--- src/rtl/serial_adder_pkg.sv ---
// Shared types and helpers for the bit-serial adder: FSM state encoding,
// default width and the signed-overflow rule.
package serial_adder_pkg;

  typedef enum logic [1:0] {
    S_IDLE = 2'd0,
    S_RUN  = 2'd1,
    S_DONE = 2'd2
  } state_t;

  localparam int WIDTH_DEF = 8;

  // Overflow when both addends share a sign and the result sign differs.
  function automatic logic calc_ovf(input logic a_msb, input logic b_msb,
                                    input logic s_msb);
    return (a_msb == b_msb) && (s_msb != a_msb);
  endfunction

endpackage

--- src/rtl/fa_bit_cell.sv ---
// Combinational 1-bit full adder; the only arithmetic in the serial adder.
module fa_bit_cell (
  input  logic a,
  input  logic b,
  input  logic cin,
  output logic s,
  output logic co
);

  assign s  = a ^ b ^ cin;
  assign co = (a & b) | (cin & (a ^ b));

endmodule

--- src/rtl/serial_adder.sv ---
// Bit-serial WIDTH-bit adder, LSB first, one bit per clock, with in/out handshakes.
// Optional subtract mode is enabled by defining SERIAL_ADDER_SUB_EN.
module serial_adder
  import serial_adder_pkg::*;
#(
  parameter int WIDTH = WIDTH_DEF
) (
  input  logic             clk,
  input  logic             rst,
  input  logic             in_valid,
  output logic             in_ready,
`ifdef SERIAL_ADDER_SUB_EN
  input  logic             sub,
`endif
  input  logic [WIDTH-1:0] a,
  input  logic [WIDTH-1:0] b,
  input  logic             c_in,
  output logic             out_valid,
  input  logic             out_ready,
  output logic [WIDTH-1:0] sum,
  output logic             c_out,
  output logic             ovf,
  output logic             busy
);

  localparam int CNT_W = $clog2(WIDTH);
  localparam logic [CNT_W-1:0] CNT_LAST = CNT_W'(WIDTH - 1);

  state_t           state, state_nx;
  logic [WIDTH-1:0] shift_a, shift_b, res;
  logic [WIDTH-1:0] b_eff;
  logic [CNT_W-1:0] cnt;
  logic             carry, a_msb, b_msb, cin_eff;
  logic             accept, last_bit, s_bit, co_bit;

`ifdef SERIAL_ADDER_SUB_EN
  // a - b == a + ~b + 1
  assign b_eff   = sub ? ~b : b;
  assign cin_eff = sub ? 1'b1 : c_in;
`else
  assign b_eff   = b;
  assign cin_eff = c_in;
`endif

  assign accept   = in_valid & in_ready;
  assign last_bit = (state == S_RUN) && (cnt == CNT_LAST);

  fa_bit_cell u_cell (
    .a  (shift_a[0]),
    .b  (shift_b[0]),
    .cin(carry),
    .s  (s_bit),
    .co (co_bit)
  );

  always_ff @(posedge clk or posedge rst) begin
    if (rst) state <= S_IDLE;
    else     state <= state_nx;
  end

  always_comb begin
    state_nx  = state;
    in_ready  = 1'b0;
    out_valid = 1'b0;
    busy      = 1'b0;
    case (state)
      S_IDLE: begin
        in_ready = 1'b1;
        if (in_valid) state_nx = S_RUN;
      end
      S_RUN: begin
        busy = 1'b1;
        if (cnt == CNT_LAST) state_nx = S_DONE;
      end
      S_DONE: begin
        busy      = 1'b1;
        out_valid = 1'b1;
        if (out_ready) state_nx = S_IDLE;
      end
      default: state_nx = S_IDLE;
    endcase
  end

  // Result registers only change on the final RUN cycle; they hold otherwise.
  always_ff @(posedge clk or posedge rst) begin
    if (rst) begin
      shift_a <= '0;
      shift_b <= '0;
      res     <= '0;
      carry   <= 1'b0;
      a_msb   <= 1'b0;
      b_msb   <= 1'b0;
      cnt     <= '0;
      sum     <= '0;
      c_out   <= 1'b0;
      ovf     <= 1'b0;
    end else if (accept) begin
      shift_a <= a;
      shift_b <= b_eff;
      carry   <= cin_eff;
      a_msb   <= a[WIDTH-1];
      b_msb   <= b_eff[WIDTH-1];
      cnt     <= '0;
    end else if (state == S_RUN) begin
      shift_a <= shift_a >> 1;
      shift_b <= shift_b >> 1;
      res     <= {s_bit, res[WIDTH-1:1]};
      carry   <= co_bit;
      if (!last_bit) cnt <= cnt + CNT_W'(1);
      if (last_bit) begin
        sum   <= {s_bit, res[WIDTH-1:1]};
        c_out <= co_bit;
        ovf   <= calc_ovf(a_msb, b_msb, s_bit);
      end
    end
  end

endmodule
--- config.mk ---
export PLATFORM = sky130hd
export DESIGN_NAME = serial_adder
export DESIGN_NICKNAME = d
export VERILOG_FILES = /design/src/rtl/serial_adder_pkg.sv /design/src/rtl/fa_bit_cell.sv /design/src/rtl/serial_adder.sv
export SDC_FILE = /design/constraint.sdc
export NUM_CORES = 1
export LEC_CHECK = 0
export CORE_MARGIN = 1
export CORE_UTILIZATION = 46
export DETAILED_ROUTE_END_ITERATION = 10
export PLACE_DENSITY = 0.85
export SYNTH_ARGS = -nofsm -noshare
export SYNTH_HDL_FRONTEND = slang
export SYNTH_SLANG_ARGS = --single-unit
--- constraint.sdc ---
create_clock -name clk -period 1.4 [get_ports clk]
set_input_delay 0.28 -clock clk [delete_from_list [all_inputs] [get_ports clk]]
set_output_delay 0.28 -clock clk [all_outputs]
set_load 0.05 [all_outputs]
==> summary.md, run 1 <==
| Metric | Value |
|---|---|
| Status | `finished, violations left` |
| Failing checks | `setup timing` |
| Crit start category | `register` |
| R2R setup slack | `-0.18 ns` |
| First-pass GRT wire length | `6.59 mm` |
| Routability cong. | `0.721` |
| DIE AREA | `4270 um^2` |
| Period utilisation layout | `114%` |
| Hold-fix buffers, CTS | `0` |
| VDD IR max | `0.00163 V` |
| Max Cap Viol | `0` |
| Worst Setup Path Type | `register to primary output` |
| I/O pins | `34` |
| Max_slew headroom | `84.2%` |
| Post-place setup slack | `-0.239 ns` |
| Post-DP HPWL | `2.62 mm` |
| Worst Path Buf+Inv | `4` |
| DRT iter0 DRCs | `35` |
| CTS Sinks | `41` |
| Die span in x | `65.4 um` |
| CP most frequent cell | `buf_6` |
| Finish-stage setup viols | `22` |
| Highest Clock Rate | `624 MHz` |
| RSZ-0062 raised after global routing | `true` |
| Vias | `1312` |
| DR pass1 iterations | `4` |
| Via density per instance | `5.25` |
| Number of global-route vias before repair | `1390` |
| Inst Count DP | `232` |
| FF+latch count, synth | `41` |
| CP required | `1.12 ns` |
| DP Area | `2500 um^2` |
| Maximum clock path buffer count | `2` |
| FILL cells | `233` |
| PortBufs | `33` |
| N_diodes | `0` |
| Crit-path slowest cell | `dfrtp_1` |
| Worst Slack Setup Final | `-0.201 ns` |
| Syn Inst Count | `143` |
| Core area | `3740 um^2` |
| Syn avg cell area | `12.9 um^2` |
| Die Y | `65.4 um` |
| Hold WC Path Type | `primary input to async pin` |
| Max-slew violations | `0` |
| PwrDens | `2400 nW/um^2` |
| Area growth syn-to-layout | `60.1%` |
| Reg2reg start | `state[0]` |
| Initial antenna violation count | `0` |
| R2R cell count | `5` |
| Fin nets | `229` |
| Syn nets | `171` |
| DRC violations left | `0` |
| Final hold slack | `0.345 ns` |
| CP max stage delay | `0.39 ns` |
| Final Hold Viols | `0` |
| Worst-skew pair later-pin latency | `0.30 ns` |
| Routed Antenna Nets | `0` |
| Distinct cells, synth | `21` |
| CTS Buf Count | `5` |
| CP Data Arrival Time | `1.32 ns` |
| GRT Total Usage | `21.5%` |
| Minimum clock period | `1.60 ns` |
| Worst path top cell family by delay | `buffers and inverters` |
| Starting density of the core | `49.3%` |
| Post-synthesis cell area | `1850 um^2` |
| Total grt overflow | `0` |
| CP endpoint kind | `primary output` |
| CTS tree | `yes` |
| CTS clk-pin slew, worst paths | `0.07 ns` |
| Largest net degree at the start of global routing | `42` |
| Synth Warn # | `0` |
| Clock skew | `0.00295 ns` |
| Total Routed Length | `4.54 mm` |
| FF-to-FF End | `state[0]` |
| Non-Filler Instances | `250` |
| Final instance area | `2960 um^2` |
| LEAKAGE | `1.31 nW` |
| Crit-path cells | `inv_2 -> ha_4 -> buf_6 -> buf_6 -> buf_12` |
| H-tree Lvls | `2` |
| Share of cells above drive strength 1 | `49.0%` |
| Std cell rows | `22` |
| Max FO, Critical Path | `3` |
| Root Buffer | `clkbuf_8` |
| Worst-Margin Slew | `0.231 ns` |
| Seq/Total Area, Yosys | `55.6%` |
| Per-cell routed wire length | `18.1 um` |
[registers in the layout, indices dropped and copies added, names as in the netlist, 2 cells and up]
signal	flops
cnt	3
shift_b	8
sum	8
state	2
res	7
shift_a	8
[repair_timing]
item,in CTS,in global routing
cloned,1,2
setup buffers,6,1
resized for setup,24,48
endpoints found under the setup margin,33,44
pin swaps,5,9
[through the flow]
step | power [mW] | util, % | setup TNS [ns]
after floorplan | 4.06 | - | -1.59
after global placement | 5.17 | 66.9 | -3.63
after detailed placement | 5.36 | 66.9 | -5.02
after CTS | 6.46 | 73.8 | -1.95
after global routing | 7.45 | 79.0 | -3.44
final | 7.10 | 79.0 | -2.29
[worst min-delay path, delay by kind of cell]
kind | cells | cell delay [ns]
buffers and inverters | 3 | 0.74
[report_power, final]
part	leakage (nW)	total, mW	internal (mW)	switching, mW
sequential	0.522	2.12	1.70	0.419
clock	0.0395	0.764	0.354	0.409
combinational	0.749	4.21	2.35	1.86
[Yosys cell counts]
| library cell | number | area (um^2) |
|---|---|---|
| nor2_1 | 4 | 15.0 |
| nor2b_4 | 1 | 13.8 |
| mux2i_1 | 17 | 170 |
| a221oi_4 | 1 | 26.3 |
| inv_1 | 5 | 18.8 |
| o22ai_1 | 1 | 6.26 |
| a22o_1 | 2 | 17.5 |
| clkbuf_1 | 1 | 3.75 |
| buf_4 | 3 | 22.5 |
| mux2_2 | 21 | 236 |
| o21ai_0 | 15 | 75.1 |
| and2_4 | 1 | 8.76 |
| fa_1 | 1 | 20.0 |
| nor2_4 | 1 | 11.3 |
| nand2b_1 | 1 | 6.26 |
| dfrtp_1 | 41 | 1030 |
| buf_6 | 1 | 11.3 |
| nand2_1 | 17 | 63.8 |
| xnor2_1 | 1 | 8.76 |
| ha_1 | 6 | 75.1 |
| buf_2 | 2 | 10.0 |
[cells in the final DEF (no fill, tap or decap), types with 2 or more instances in the layout]
master            n
o21ai_1           7
clkbuf_1          3
buf_6             8
ha_4              4
nand2_4           2
buf_4             8
nor2_1            4
clkbuf_16         2
mux2i_1          15
clkdlybuf4s50_1  20
mux2_2            7
nand2_1           4
clkbuf_8          5
inv_1             3
mux2_4           14
o21ai_2           7
inv_2             2
nand2_2          11
buf_12           19
dfrtp_1          41
a22o_1            2
[how the worst max path moves through the flow]
stage	startpoint	endpoint	depth (start not counted)
2_1_floorplan	state[1]	ovf	6
4_1_cts	state[0]	in_ready	5
3_5_place_dp	in_valid	sum[4]	4
3_3_place_gp	in_valid	sum[5]	4
6_report	state[1]	in_ready	5
5_1_grt	state[0]	in_ready	5
[cells by family (layout without fill, tap and decap cells)]
| kind of cell | count (synthesis) | in the layout | share of synthesized area, % |
|---|---|---|---|
| flip-flops | 41 | 41 | 55.6 |
| AO/OA/AOI/OAI | 19 | 19 | 6.78 |
| adder cells (fa/ha/maj) | 7 | 7 | 5.15 |
| AND/OR/NAND/NOR | 25 | 25 | 6.44 |
| buffers and inverters | 12 | 71 | 3.59 |
| XOR/XNOR | 1 | 1 | 0.474 |
| multiplexers | 38 | 38 | 22.0 |
[area by class of cell]
type                            count  area, um^2  share of cell area (%)
Inverter                            5        18.8                   0.635
Tap cell                           48        60.1                    2.03
Multi-Input combinational cell     90         963                    32.6
Sequential cell                    41        1030                    34.7
Clock buffer                        8        80.1                    2.71
Timing Repair Buffer               58         808                    27.3
[layer usage]
metal / wire length, um / track usage, %
met2: 2520 / 38.5
met3: 193 / 7.47
met4: 65 / 5.71
met5: 0 / 0
met1: 1760 / 24.1
Power figures use the tool's default switching activity.
==> run 2, diff against run 1 <==
- GPL_ROUTABILITY_DRIVEN: not set -> 0
==> results of run 2 <==
Final layout, timing and power as in run 1 (identical DEF).
